[config.mk]
export PLATFORM = sky130hd
export DESIGN_NAME = poly_basemul_ctrl
export DESIGN_NICKNAME = d
export VERILOG_FILES = /design/src/rtl/poly_basemul_ctrl.sv
export SDC_FILE = /design/constraint.sdc
export NUM_CORES = 1
export LEC_CHECK = 0
export ABC_AREA = 1
export BUFFER_PORTS_ARGS = -buffer_cell sky130_fd_sc_hd__buf_2
export CAP_MARGIN = 20
export CORE_MARGIN = 3
export CORE_UTILIZATION = 30
export DETAILED_ROUTE_END_ITERATION = 10
export HOLD_SLACK_MARGIN = 0.12
export PLACE_DENSITY = 0.65
export SLEW_MARGIN = 20
export SYNTH_ARGS = -nofsm -noshare
export SYNTH_HDL_FRONTEND = slang
export SYNTH_SLANG_ARGS = --single-unit
[constraint.sdc]
create_clock -name i_clk -period 1.55 [get_ports i_clk]
set_clock_uncertainty 0.15 [all_clocks]
set_input_delay 0.465 -clock i_clk [delete_from_list [all_inputs] [get_ports i_clk]]
set_output_delay 0.465 -clock i_clk [all_outputs]
set_load 0.005 [all_outputs]
[src/rtl/poly_basemul_ctrl.sv]
// poly_basemul_ctrl
//   Sequencer for the Kyber-512 NTT-domain pointwise product r = a o b
//   (q = 3329). Walks the 128 coefficient pairs. For each pair k it reads the
//   a/b pair words and zeta, drives the pair multiplier (basemul) through its
//   enable/done handshake, then writes the result pair to r memory.
//
//   Optional feature: define PBM_CYCLE_COUNT_EN to add the o_cycles busy-cycle
//   counter port. The default build has no counter and no o_cycles port.
//
// Ports
//   i_clk, i_rst           clock; synchronous active-high reset
//   i_start / o_busy       start pulse (ignored while busy) / busy flag
//   o_done                 one-cycle pulse after the last pair is written
//   o_rd_en, o_rd_addr     a/b pair read strobe and address (1-cycle latency)
//   i_a_pair, i_b_pair     {coef[2k+1], coef[2k]} read data
//   o_zeta_idx, i_zeta     zeta ROM index (k>>1) and returned zeta
//   o_bm_en                basemul enable, high while a pair is in flight
//   o_bm_p_*/o_bm_q_*      basemul operands; o_bm_zeta = zeta or Q-zeta
//   i_bm_r_h/l, i_bm_done  basemul result and done pulse
//   o_wr_en/addr/data      r memory write port
//   o_cycles               busy-cycle counter (PBM_CYCLE_COUNT_EN only)
module poly_basemul_ctrl #(
  parameter int Q       = 3329,
  parameter int N_PAIRS = 128,
  parameter int AW      = 7
) (
  input  logic          i_clk,
  input  logic          i_rst,
  input  logic          i_start,
  output logic          o_busy,
  output logic          o_done,
  output logic [AW-1:0] o_rd_addr,
  output logic          o_rd_en,
  input  logic [23:0]   i_a_pair,
  input  logic [23:0]   i_b_pair,
  output logic [AW-2:0] o_zeta_idx,
  input  logic [11:0]   i_zeta,
  output logic          o_bm_en,
  output logic [11:0]   o_bm_p_h,
  output logic [11:0]   o_bm_p_l,
  output logic [11:0]   o_bm_q_h,
  output logic [11:0]   o_bm_q_l,
  output logic [11:0]   o_bm_zeta,
  input  logic [11:0]   i_bm_r_h,
  input  logic [11:0]   i_bm_r_l,
  input  logic          i_bm_done,
  output logic          o_wr_en,
  output logic [AW-1:0] o_wr_addr,
  output logic [23:0]   o_wr_data
`ifdef PBM_CYCLE_COUNT_EN
  ,
  output logic [15:0]   o_cycles
`endif
);

  localparam logic [11:0]   Q12    = 12'(Q);
  localparam logic [AW-1:0] LAST_K = AW'(N_PAIRS - 1);

  typedef enum logic [2:0] {
    S_IDLE,
    S_READ,
    S_LATCH,
    S_RUN,
    S_WRITE,
    S_DONE
  } state_t;

  state_t        state_q, state_d;
  logic [AW-1:0] k_q, k_d;
  logic [11:0]   p_h_q, p_l_q, q_h_q, q_l_q, zeta_q;
  logic [23:0]   res_q;

  // Odd pairs use -zeta. Zero maps to zero so the output never equals Q.
  function automatic logic [11:0] neg_zeta(input logic [11:0] z);
    return (z == 12'd0) ? 12'd0 : Q12 - z;
  endfunction

  // State register
  always_ff @(posedge i_clk) begin
    if (i_rst) begin
      state_q <= S_IDLE;
      k_q     <= '0;
    end else begin
      state_q <= state_d;
      k_q     <= k_d;
    end
  end

  // Next-state logic
  always_comb begin
    state_d = state_q;
    k_d     = k_q;
    case (state_q)
      S_IDLE: begin
        k_d = '0;
        if (i_start) state_d = S_READ;
      end
      S_READ:  state_d = S_LATCH;
      S_LATCH: state_d = S_RUN;
      S_RUN: begin
        if (i_bm_done) state_d = S_WRITE;
      end
      S_WRITE: begin
        k_d     = k_q + 1'b1;
        state_d = (k_q == LAST_K) ? S_DONE : S_READ;
      end
      S_DONE: begin
        k_d     = '0;
        state_d = S_IDLE;
      end
      default: begin
        k_d     = '0;
        state_d = S_IDLE;
      end
    endcase
  end

  // Operand and result registers. Operands are captured once per pair in
  // LATCH (read data arrives one cycle after READ) and stay stable through
  // RUN and WRITE. The result is only taken while RUN sees a done pulse.
  always_ff @(posedge i_clk) begin
    if (i_rst) begin
      p_h_q  <= '0;
      p_l_q  <= '0;
      q_h_q  <= '0;
      q_l_q  <= '0;
      zeta_q <= '0;
      res_q  <= '0;
    end else begin
      if (state_q == S_LATCH) begin
        p_h_q  <= i_a_pair[23:12];
        p_l_q  <= i_a_pair[11:0];
        q_h_q  <= i_b_pair[23:12];
        q_l_q  <= i_b_pair[11:0];
        zeta_q <= k_q[0] ? neg_zeta(i_zeta) : i_zeta;
      end
      if (state_q == S_RUN && i_bm_done) begin
        res_q <= {i_bm_r_h, i_bm_r_l};
      end
    end
  end

  // Output logic. Enable drops in WRITE so basemul is back in its idle
  // state with en low and cannot re-trigger on the same operands.
  always_comb begin
    o_busy     = (state_q != S_IDLE);
    o_done     = (state_q == S_DONE);
    o_rd_en    = (state_q == S_READ);
    o_rd_addr  = (state_q == S_READ) ? k_q : '0;
    o_zeta_idx = (state_q == S_READ) ? k_q[AW-1:1] : '0;
    o_bm_en    = (state_q == S_RUN);
    o_wr_en    = (state_q == S_WRITE);
    o_wr_addr  = (state_q == S_WRITE) ? k_q : '0;
    o_wr_data  = (state_q == S_WRITE) ? res_q : '0;
    o_bm_p_h   = p_h_q;
    o_bm_p_l   = p_l_q;
    o_bm_q_h   = q_h_q;
    o_bm_q_l   = q_l_q;
    o_bm_zeta  = zeta_q;
  end

`ifdef PBM_CYCLE_COUNT_EN
  // Cleared when a start is accepted, counts every busy cycle (DONE
  // included), then holds until the next accepted start.
  logic [15:0] cyc_q, cyc_d;

  always_comb begin
    cyc_d = cyc_q;
    if (state_q == S_IDLE && i_start) cyc_d = '0;
    else if (state_q != S_IDLE)       cyc_d = cyc_q + 16'd1;
  end

  always_ff @(posedge i_clk) begin
    if (i_rst) cyc_q <= '0;
    else       cyc_q <= cyc_d;
  end

  assign o_cycles = cyc_q;
`endif

endmodule

# Word level (Yosys, flattened, before mapping)
# Cells that the tools add are included.
# word_totals
reg_bits,94
latchBits,0
ram_bits,0
romBits,0
input_bits,88
output_inout_bits,109
memories,0
# op_classes
addsub,2
mul,0
div,0
n_lt_le_gt_ge,0
n_eq_ne,8
shift,0
n_mux,11
bitwise_logic,0
reduce_logical,6
# op_table
operator,n
two-way mux 12 bit,2
two-way mux 24 bit,1
one-hot mux 3 bit (5 select lines),1
two-way mux 7 bit,2
one-hot mux 7 bit (2 select lines),1
zero test 12 bit,1
"subtractor 12 bit, first input constant",1
two-way mux 3 bit,3
"adder 7 x 1 -> 7 bit, second input constant",1
"equality test 7 bit, second input constant",1
"equality test 3 x 2 -> 1 bit, second input constant",2
"equality test 3 bit, second input constant",2
two-way mux 6 bit,1
"equality test 3 x 1 -> 1 bit, second input constant",1
zero test 3 bit,1
nonzero test 3 bit,1
OR reduction 3 bit,1
"!= test 2 x 1 -> 1 bit, second input constant",1
"!= test 2 bit, second input constant",1
AND reduction 2 bit,1
logical AND 1 bit,1

# Logic depth before layout (Yosys ltp)
# Gate-level depths: netlist of run 1.
# logic_depth
word_depth,3
ltp_mapped,10
mapped_depth_nobuf,10

# Worst setup path after synthesis of run 1
# OpenSTA, ideal clock, no wires.
# synth_timing
kind,flip-flop to output port
from,reg state_q[0]
to,out o_zeta_idx[0]
t_arrival_ns,1.100
required_ns,0.935
setup_slack_ns,-0.165
path_stages_with_launch,6
path_buffers,1
cell_sequence,dfxtp_1 -> inv_2 -> nor3_1 -> inv_1 -> nor2_1 -> buf_4
# synth_via
elab_chain_len,2
# synth_rtl
element,line_no,text
from (decl),68,"state_t state_q, state_d;"
from (signal assigned),84,state_q <= state_d;
equality test 3 x 1 -> 1 bit,--,
net o_rd_en,33,"output logic o_rd_en,"
two-way mux 6 bit,150,o_zeta_idx = (state_q == S_READ) ? k_q[AW-1:1] : '0;
to (decl),36,"output logic [AW-2:0] o_zeta_idx,"
# The timed path passes the listed nets, and every way through them passes these cells.

# Worst setup path in the final report of run 1
# layout_timing
from,reg state_q[1]
to,out o_wr_data[9]
# layout_via
elab_chain_len,2
# layout_rtl
element,line_no,text
equality test 3 bit,154,o_wr_data = (state_q == S_WRITE) ? res_q : '0;
two-way mux 24 bit,154,
to (decl),49,output logic [23:0] o_wr_data
# Every way passes these cells.

==> results of run 1 <==
[sequential cells by signal, summed over array words and instances, names as in the netlist]
register	count
o_bm_p_l	12
o_bm_zeta	12
o_bm_p_h	12
k_q	7
o_bm_q_h	12
o_bm_q_l	12
res_q	24
state_q	3
[cells in the mapped netlist (2+ instances only)]
cell | count | area (sq um)
a21oi_1 | 45 | 225
ha_1 | 2 | 25.0
inv_2 | 9 | 33.8
clkbuf_1 | 10 | 37.5
nor2_2 | 13 | 81.3
o21ai_1 | 3 | 15.0
dfxtp_1 | 94 | 1880
nand3_1 | 15 | 75.1
clkbuf_2 | 2 | 10.0
nand2_2 | 4 | 25.0
a31oi_1 | 3 | 18.8
or2_1 | 2 | 12.5
buf_6 | 8 | 90.1
nor3_1 | 5 | 25.0
o21ai_0 | 74 | 370
nand3b_1 | 2 | 15.0
xor2_1 | 5 | 43.8
inv_1 | 44 | 165
nand4_1 | 2 | 12.5
nor2_1 | 138 | 518
nand2_1 | 37 | 139
buf_4 | 11 | 82.6
buf_2 | 7 | 35.0
[routing by layer]
metal | global-route usage, % | vias to the layer above
met5 | 0 | -
met4 | 4.97 | 0
met3 | 4.50 | 13
met2 | 25.1 | 117
met1 | 18.8 | 1874
li1 | - | 2194
[power groups by stage]
| stage | Sequential, W | Clock, W | Combinational (W) |
|---|---|---|---|
| floorplan | 0.00289 | 0 | 0.000800 |
| global placement | 0.00286 | 0 | 0.00145 |
| detailed placement | 0.00287 | 0 | 0.00146 |
| CTS | 0.00282 | 0.00236 | 0.00163 |
| global route | 0.00285 | 0.00246 | 0.00206 |
| finish | 0.00282 | 0.00227 | 0.00186 |
[final timing paths]
path	start	end	slack, ns	depth (start not counted)
max	state_q[1]	o_wr_data[9]	-0.45	7
min reg2reg	res_q[2]	res_q[2]	0.30	2
max reg2reg	state_q[1]	k_q[6]	-0.01	11
min	i_a_pair[18]	o_bm_p_h[6]	0.22	3
[through the flow]
stage               worst slack, ns  area, sq um
global route                 -0.534         6250
floorplan                    -0.102         4080
finish                       -0.447         6250
detailed placement           -0.214         5370
CTS                          -0.436         5990
global placement             -0.187         5370
[cell type report]
class,instances,area (sq um),area share [%]
Clock inverter,2,38.8,0.620
Clock buffer,14,274,4.38
Timing Repair Buffer,254,1710,27.3
Sequential cell,94,1890,30.3
Inverter,53,231,3.70
Tap cell,172,215,3.44
Multi-Input combinational cell,360,1890,30.3
[cell families (layout without fill, tap and decap cells)]
| group | count (synthesis) | count (layout) | share of synthesized area, % |
|---|---|---|---|
| buf+inv | 91 | 323 | 11.2 |
| compound gates | 131 | 131 | 16.9 |
| fa+ha+maj | 2 | 2 | 0.619 |
| flops | 94 | 94 | 46.6 |
| xor+xnor | 5 | 5 | 1.08 |
| simple gates | 222 | 222 | 23.5 |
[worst max-delay path: stages (launching register included)]
cell and delay (ns):
dfxtp_4 0.35, inv_4 0.06, nand2_4 0.07, nor2_8 0.15, inv_8 0.08, buf_12 0.14
nor2_2 0.08, buf_2 0.12
[repair_timing]
item	4_1_cts	5_1_grt
gates resized for setup	34	64
buffers inserted	14	7
endpoints found under the setup margin	58	120
pin swaps	4	9
gates cloned	3	4
==> summary.md, run 1 <==
| Metric | Value |
|---|---|
| Hold slack | 0.218 ns |
| CP startpoint kind | register |
| # IOs | 197 |
| # nets final | 862 |
| Largest net degree at the start of global routing | 49 |
| Final setup vio count | 50 |
| Root buf cell | clkbuf_16 |
| Status | finished with violations |
| Placed Instances | 911 |
| Via count | 4198 |
| Total track usage | 15.1% |
| Post-synthesis sequential area ratio | 46.6% |
| Drt total wl | 12200 um |
| Setup TNS | -19.87 ns |
| WS Path Type | register to output port |
| Initial antenna violation count | 0 |
| Final worst slack | -0.447 ns |
| Hold Buf Count CTS | 0 |
| Post-Route Utilization | 48.5% |
| Period Utilization, post-route | 129% |
| Worst Path Arrival | 1.38 ns |
| Detail Placement HPWL | 8260 um |
| Worst skew pair latency | 0.33 ns |
| Net Sw Frac | 28.5% |
| Minimum clock period | 2.00 ns |
| Clock sinks | 94 |
| Internal power | 0.00497 W |
| Mapped Cells | 545 |
| Ys Warns | 0 |
| Flop pwr share | 40.6% |
| CTS buffer count | 9 |
| Metal-1 WL | 5290 um |
| Fmax | 501 MHz |
| Chip width | 122 um |
| Slew Viols, Final | 0 |
| CTS tree | yes |
| P&R area growth vs syn | 54.8% |
| RePlAce Congestion | 0.858 |
| Dominant synthesized flop cell | dfxtp_1 |
| Async S/R FF share, synth | 0% |
| Drt initial violations | 215 |
| FILL cells | 1315 |
| Gate power share | 26.8% |
| Avg WL per Cell | 12.9 um |
| Num rows | 41 |
| Most frequent cells in the layout | 193 x buf_2, 121 x nor2_1, 90 x dfxtp_1 |
| Hold Crit Class | primary input to register |
| Syn Area/Cell | 7.41 sq um |
| Worst-path maximum fanout | 5 |
| Die Y | 122 um |
| Post-route ant nets | 0 |
| First-pass GRT wire length | 18300 um |
| Clock tree buffer depth | 2 |
| Most common cell after layout, fill and taps aside | buf_2 |
| Starting Density | 31.4% |
| Max Used Layer | met4 |
| PD cells | 1110 nW/um^2 |
| Switch Pwr | 0.00198 W |
| Critical path data required time | 0.93 ns |
| Slew headroom | 81.7% |
| Vias per inst | 4.42 |
| Failing checks | setup timing |
| Post-synthesis instance area | 4040 sq um |
| Power, Total | 0.00695 W |
| Worst-path clk slew | 0.06 ns |
| Met3 WL | 851 um |
| Non-Filler Instances | 949 |
| Total grt overflow | 0 |
| Vias in the first global route | 3819 |
| Max_cap viols | 0 |
| H-tree depth | 3 |
| Met2 Routed Length | 5930 um |
| Diodes inserted | 0 |
| Number of synthesized register bits | 94 |
| Yosys cell types | 33 |
| Clk pwr share | 32.7% |
| Layout cells sized above 1 | 43.4% |
| Core Area | 12900 sq um |
| Worst-margin pin slew | 0.274 ns |
| Hold Fails Final Rpt | 0 |
| Die area | 14900 sq um |
| I/O Buffers | 196 |
| LEAKAGE | 2.88 nW |
| Syn_nets | 635 |
| RSZ-0062 raised after global routing | yes |
| Worst VDD drop | 0.000518 V |
| Post-synth EDFFs | 0 |
| Remaining DRCs | 0 |
| 1st-pass router iterations | 4 |
| CP endpoint kind | output port |
No activity file was read; power rests on OpenSTA's default activity.
==> inputs of run 2 (changes only) <==
--- a/config.mk
+++ b/config.mk
@@ -10,6 +10,7 @@
 export CAP_MARGIN = 20
 export CORE_MARGIN = 3
 export CORE_UTILIZATION = 30
+export CTS_BUF_LIST = sky130_fd_sc_hd__clkbuf_2
 export DETAILED_ROUTE_END_ITERATION = 10
 export HOLD_SLACK_MARGIN = 0.12
 export PLACE_DENSITY = 0.65
==> run 2 against run 1 <==
Effect of this change: largest power group unchanged; final area up 26%; die area unchanged; the flow still finishes with violations (setup timing); setup slack worse by 0.33 ns; critical path depth is 10 higher; maximum frequency is 14% lower; critical endpoint is now k_q[6]; non-clock buffer count is 110 higher; critical path type is now register to register; clock-buffer cell count decreased by 3; sequential power grew 4%; final cell count is 12% higher.
==> summary.md, run 2 (synthesis gave the netlist of run 1 again) <==
| Metric | Value |
|---|---|
| CTS buffer count | 9 (unchanged) |
| Placed Instances | 911 (unchanged) |
| Largest net degree at the start of global routing | 49 (unchanged) |
| Root buf cell | clkbuf_2 (was clkbuf_16) |
| Total grt overflow | 0 (unchanged) |
| Worst-margin pin slew | 0.310 ns (was 0.274 ns) |
| Starting Density | 31.4% (unchanged) |
| Final worst slack | -0.779 ns (was -0.447 ns) |
| Drt total wl | 16000 um (was 12200 um) |
| Avg WL per Cell | 15.1 um (was 12.9 um) |
| Clock tree buffer depth | 2 (unchanged) |
| Vias in the first global route | 4935 (was 3819) |
| First-pass GRT wire length | 23800 um (was 18300 um) |
| Critical path data required time | 1.88 ns (was 0.93 ns) |
| Biggest register | res_q (unchanged) |
| RePlAce Congestion | 0.858 (unchanged) |
| Detail Placement HPWL | 8260 um (unchanged) |
| Slew headroom | 79.3% (was 81.7%) |
| PD cells | 882 nW/um^2 (was 1110 nW/um^2) |
| Minimum clock period | 2.33 ns (was 2.00 ns) |
| Total track usage | 20.2% (was 15.1%) |
| Worst-path maximum fanout | 3 (was 5) |
| Max_cap viols | 0 (unchanged) |
| Max reg flops | 24 (unchanged) |
| Hold Crit Class | primary input to register (unchanged) |
| Num rows | 41 (unchanged) |
| Slew Viols, Final | 0 (unchanged) |
| Die Y | 122 um (unchanged) |
| Worst skew pair latency | 0.58 ns (was 0.33 ns) |
| Flop pwr share | 41.9% (was 40.6%) |
| Die area | 14900 sq um (unchanged) |
| CP endpoint kind | register (was output port) |
| 1st-pass router iterations | 4 (unchanged) |
| Final setup vio count | 173 (was 50) |
| Failing checks | setup timing (unchanged) |
| # nets final | 972 (was 862) |
| Most common cell after layout, fill and taps aside | buf_2 (unchanged) |
| Status | finished with violations (unchanged) |
| FILL cells | 1075 (was 1315) |
| Worst-path clk slew | 0.25 ns (was 0.06 ns) |
| Core Area | 12900 sq um (unchanged) |
| Drt initial violations | 226 (was 215) |
| Net Sw Frac | 32.5% (was 28.5%) |
| Remaining DRCs | 0 (unchanged) |
| CTS tree | yes (unchanged) |
| Chip width | 122 um (unchanged) |
| Internal power | 0.00471 W (was 0.00497 W) |
| Hold Fails Final Rpt | 0 (unchanged) |
| Clk pwr share | 17.3% (was 32.7%) |
| Fmax | 429 MHz (was 501 MHz) |
| RSZ-0062 raised after global routing | yes (unchanged) |
| Setup TNS | -51.51 ns (was -19.87 ns) |
| I/O Buffers | 196 (unchanged) |
| Worst VDD drop | 0.000536 V (was 0.000518 V) |
| Gate power share | 40.8% (was 26.8%) |
| Post-route ant nets | 0 (unchanged) |
| Layout cells sized above 1 | 53.3% (was 43.4%) |
| LEAKAGE | 3.53 nW (was 2.88 nW) |
| # IOs | 197 (unchanged) |
| Vias per inst | 4.61 (was 4.42) |
| P&R area growth vs syn | 95.8% (was 54.8%) |
| Most frequent cells in the layout | 148 x buf_2, 121 x nor2_1, 82 x dlygate4sd3_1 (was 193 x buf_2, 121 x nor2_1, 90 x dfxtp_1) |
| Via count | 4880 (was 4198) |
| Period Utilization, post-route | 150% (was 129%) |
| Worst Path Arrival | 2.66 ns (was 1.38 ns) |
| Clock sinks | 94 (unchanged) |
| CP startpoint kind | register (unchanged) |
| Initial antenna violation count | 0 (unchanged) |
| WS Path Type | register to register (was register to output port) |
| Non-Filler Instances | 1059 (was 949) |
| H-tree depth | 3 (unchanged) |
| Switch Pwr | 0.00226 W (was 0.00198 W) |
| Diodes inserted | 0 (unchanged) |
[run 2: cell count changes in the layout (fill, tap and decap cells not counted), sizes merged]
| cell | change |
|---|---|
| inv | +1 |
| buf | +26 |
| clkinv | +2 |
| bufbuf | +1 |
| dlygate4sd3 | +82 |
| clkbuf | -2 |
[run 2: area by class of cell]
| cell class | instances | area (sq um) | area share (%) |
|---|---|---|---|
| multi-input cells | 360 | 2110 | 26.6 |
| well taps | 172 | 215 | 2.72 |
| repair buffers | 364 | 3280 | 41.5 |
| inverters | 53 | 229 | 2.90 |
| clock buffers | 11 | 55.1 | 0.696 |
| clock inverters | 5 | 50.0 | 0.633 |
| flip-flops and latches | 94 | 1970 | 24.9 |
[run 2: final timing paths]
kind / from / end / slack, ns / depth (start not counted)
hold / removal: i_zeta[9] / o_bm_zeta[10] / 0.21 / 7
hold reg to reg: res_q[2] / res_q[2] / 0.32 / 2
setup reg to reg: state_q[0] / k_q[6] / -0.78 / 17
setup / recovery: state_q[0] / k_q[6] / -0.78 / 17
[run 2: through the flow]
step | util (%) | instance area, sq um | hold slack, ns | setup slack [ns] | power, W
6_report | 61.4 | 7910 | 0.214 | -0.779 | 0.00697
5_1_grt | 61.4 | 7910 | 0.141 | -0.896 | 0.00738
4_1_cts | 57.7 | 7430 | 0.130 | -0.796 | 0.00660
3_5_place_dp | 41.7 | 5370 | 0.295 | -0.214 | 0.00433
3_3_place_gp | 41.7 | 5370 | 0.292 | -0.187 | 0.00431
2_1_floorplan | - | 4080 | 0.279 | -0.102 | 0.00369
[run 2: repair_timing]
item,in CTS,in global routing
gates resized for setup,230,59
pin swaps,11,5
gates cloned,12,5
setup buffers,23,11
hold buffers,82,0
endpoints found under the hold margin,90,0
endpoints found under the setup margin,152,194
[run 2: metal layers]
metal	track usage, %	routed length, um
met5	0	0
met4	9.24	493
met3	5.20	1020
met2	36.6	8380
met1	22.1	6120
[run 2: power by group through the flow]
stage               logic, W  clock network, W  registers [W]
finish               0.00284           0.00121        0.00292
global route         0.00305           0.00137        0.00295
CTS                  0.00246           0.00125        0.00289
detailed placement   0.00146                 0        0.00287
global placement     0.00145                 0        0.00286
floorplan           0.000800                 0        0.00289
[run 2: critical path, cell delays in order, from the launching register on]
cell,delay (ns)
dfxtp_2,0.40
inv_2,0.05
nand2_4,0.09
nor2_8,0.05
buf_4,0.12
buf_6,0.12
nand2_4,0.05
inv_2,0.04
buf_4,0.12
buf_4,0.12
buf_4,0.12
buf_4,0.12
buf_4,0.12
buf_4,0.12
buf_4,0.13
buf_4,0.13
a21oi_2,0.12
nor3_1,0.07
==> inputs of run 3 (changes only) <==
--- a/config.mk
+++ b/config.mk
@@ -10,7 +10,7 @@
 export CAP_MARGIN = 20
 export CORE_MARGIN = 3
 export CORE_UTILIZATION = 30
-export CTS_BUF_LIST = sky130_fd_sc_hd__clkbuf_2
+export CTS_BUF_LIST = sky130_fd_sc_hd__clkbuf_16
 export DETAILED_ROUTE_END_ITERATION = 10
 export HOLD_SLACK_MARGIN = 0.12
 export PLACE_DENSITY = 0.65
==> constraint.sdc (replaced) <==
create_clock -name i_clk -period 1.55 [get_ports i_clk]
set_clock_uncertainty 0.15 [all_clocks]
set_input_delay 0.465 -clock i_clk [delete_from_list [all_inputs] [get_ports i_clk]]
set_output_delay 0.465 -clock i_clk [all_outputs]
set_load 0.1 [all_outputs]
==> run 3 against run 2 <==
Effect of this change: the run still ends with setup timing left; via count shrank 10%; clock-buffer cell count shrank 2; final area grew 4.6%; flip-flop and latch count is the same; critical path type is now register to output port; highest routed layer unchanged.
==> summary.md, run 3 (synthesis gave the netlist of run 1 again) <==
| Metric | Value |
|---|---|
| Non-Filler Instances | 960 (was 1059) |
| Hold path startpoint | i_b_pair[22] (was i_zeta[9]) |
| Core Area | 12900 sq um (unchanged) |
| Num rows | 41 (unchanged) |
| Clock tree buffer depth | 2 (unchanged) |
| Failing checks | setup timing (unchanged) |
| Clock sinks | 94 (unchanged) |
| CTS tree | yes (unchanged) |
| Status | finished with violations (unchanged) |
| Max reg flops | 24 (unchanged) |
| R2r setup slk | -0.01 ns (was -0.78 ns) |
| Die Y | 122 um (unchanged) |
| Avg WL per Cell | 14.5 um (was 15.1 um) |
| R2r startpoint | state_q[1] (was state_q[0]) |
| PD cells | 1200 nW/um^2 (was 882 nW/um^2) |
| Drt initial violations | 166 (was 226) |
| Post-DP Area | 7440 sq um (was 5370 sq um) |
| Critical Path, Cell by Cell | nor3_4 -> inv_2 -> buf_12 -> nor2_4 -> buf_12 (was inv_2 -> nand2_4 -> nor2_8 -> buf_4 -> buf_6 -> nand2_4 -> inv_2 -> buf_4 -> buf_4 -> buf_4 -> buf_4 -> buf_4 -> buf_4 -> buf_4 -> buf_4 -> a21oi_2 -> nor3_1) |
| Place WS | -0.252 ns (was -0.214 ns) |
| RePlAce Congestion | 0.842 (was 0.858) |
| LEAKAGE | 3.27 nW (was 3.53 nW) |
| Slew Viols, Final | 0 (unchanged) |
| CP startpoint kind | register (unchanged) |
| # IOs | 197 (unchanged) |
| Minimum clock period | 2.11 ns (was 2.33 ns) |
| M1 GR Usage | 20.1% (was 22.1%) |
| Critical path data required time | 0.93 ns (was 1.88 ns) |
| Final setup vio count | 55 (was 173) |
| Chip width | 122 um (unchanged) |
| Fmax | 473 MHz (was 429 MHz) |
| Vias per inst | 4.57 (was 4.61) |
| Worst skew pair latency | 0.34 ns (was 0.58 ns) |
| Remaining DRCs | 0 (unchanged) |
| CP endpoint kind | output port (was register) |
| Biggest register | res_q (unchanged) |
| Hold Buf Count CTS | 0 (was 82) |
| Layout cells sized above 1 | 54.9% (was 53.3%) |
| Drt total wl | 14000 um (was 16000 um) |
| WS Path Type | register to output port (was register to register) |
| Hold EP | o_bm_q_h[10] (was o_bm_zeta[10]) |
| I/O Buffers | 196 (unchanged) |
| Grt met2 use | 31.0% (was 36.6%) |
| Max_cap viols | 0 (unchanged) |
| CTS buffer count | 9 (unchanged) |
| Largest net degree at the start of global routing | 48 (was 49) |
| Worst Path Arrival | 1.50 ns (was 2.66 ns) |
| Most frequent cells in the layout | 117 x buf_12, 105 x nor2_1, 88 x buf_2 (was 148 x buf_2, 121 x nor2_1, 82 x dlygate4sd3_1) |
| Slowest CP cell | dfxtp_4 (was dfxtp_2) |
| Crit path max-delay family | buffers and inverters (unchanged) |
| Vias in the first global route | 4302 (was 4935) |
| Reg2reg end | res_q[4] (was k_q[6]) |
| Total track usage | 17.7% (was 20.2%) |
| Met3 Track Usage GR | 7.38% (was 5.20%) |
| Max incr delay on CP | 0.37 ns (was 0.40 ns) |
| H-tree depth | 3 (unchanged) |
| Hold Fails Final Rpt | 0 (unchanged) |
| Initial antenna violation count | 0 (unchanged) |
| Detail Placement HPWL | 10000 um (was 8260 um) |
| Period Utilization, post-route | 136% (was 150%) |
| Worst-margin pin slew | 0.342 ns (was 0.310 ns) |
| R2R cell count | 9 (was 17) |
| P&R area growth vs syn | 105% (was 95.8%) |
| # nets final | 873 (was 972) |
| CP Buf/Inv Count | 3 (was 12) |
| FILL cells | 1016 (was 1075) |
| Via count | 4385 (was 4880) |
| Worst-path maximum fanout | 8 (was 3) |
| Most common cell after layout, fill and taps aside | buf_12 (was buf_2) |
| Design Area, Final | 8270 sq um (was 7910 sq um) |
| First-pass GRT wire length | 21100 um (was 23800 um) |
| Die area | 14900 sq um (unchanged) |
| Slew headroom | 77.2% (was 79.3%) |
| Grt peak-use layer | met2 (unchanged) |
| Diodes inserted | 0 (unchanged) |
| 1st-pass router iterations | 4 (unchanged) |
| Hold Crit Class | primary input to register (unchanged) |
| RSZ-0062 raised after global routing | yes (unchanged) |
| Worst-path clk slew | 0.07 ns (was 0.25 ns) |
| Power, Total | 0.00993 W (was 0.00697 W) |
| WHS Path Cells | 3 (was 7) |
| Placed Instances | 931 (was 911) |
| Final worst slack | -0.564 ns (was -0.779 ns) |
| Starting Density | 31.4% (unchanged) |
| Root buf cell | clkbuf_16 (was clkbuf_2) |
| Worst VDD drop | 0.000957 V (was 0.000536 V) |
| Total grt overflow | 0 (unchanged) |
| Post-route ant nets | 0 (unchanged) |
| Most frequent cell on the critical path | buf_12 (was buf_4) |
-- run 3: worst min-delay path: stages --
cell	delay, ns
buf_2	0.07
o21ai_1	0.05
nor2_1	0.07
-- run 3: report_power, final --
part           leakage, nW  internal (W)  switching, W
combinational         2.32       0.00168       0.00285
sequential           0.790       0.00274      0.000267
clock                0.158       0.00142      0.000977
total                 3.27       0.00583       0.00410
-- run 3: cell type report --
cell class	count	area, sq um	share of cell area [%]
clock inverter	7	95.1	1.15
tap	172	215	2.60
inverter	53	233	2.81
timing repair buffer	264	3360	40.7
clock buffer	9	225	2.72
multi-input combinational	361	2180	26.3
sequential	94	1960	23.7
-- run 3: repair_timing --
action | in CTS | in global routing
setup buffers | 8 | 3
gates resized for setup | 68 | 92
pin swaps | 9 | 11
endpoints found under the setup margin | 146 | 132
cloned | 1 | 4
endpoints found under the hold margin | 0 | 0
-- run 3: worst max-delay path by stage --
stage,end,depth (start not counted),start,slack (ns)
global placement,o_bm_zeta[11],11,i_zeta[1],-0.20
detailed placement,o_bm_zeta[11],11,i_zeta[1],-0.25
finish,o_rd_addr[1],5,state_q[1],-0.56
global route,o_rd_addr[4],5,state_q[1],-0.64
CTS,o_rd_addr[5],5,state_q[1],-0.58
floorplan,o_zeta_idx[0],4,state_q[1],-1.78
-- run 3: per-stage QoR --
stage                     util, %  TNS, ns  hold WS, ns
after CTS                    61.7   -25.93        0.197
after detailed placement     57.8   -11.67        0.342
after global placement       57.8    -8.84        0.323
final                        64.2   -25.51        0.200
after floorplan                 -   -47.62        0.313
after global routing         64.2   -29.84        0.217
-- run 3: routing by layer --
layer,vias to the layer above,share of wire [%],wire length [um]
met5,-,0,0
met4,0,1.4,200
met3,17,8.7,1210
met2,150,50,7050
met1,2006,39,5510
li1,2212,-,-
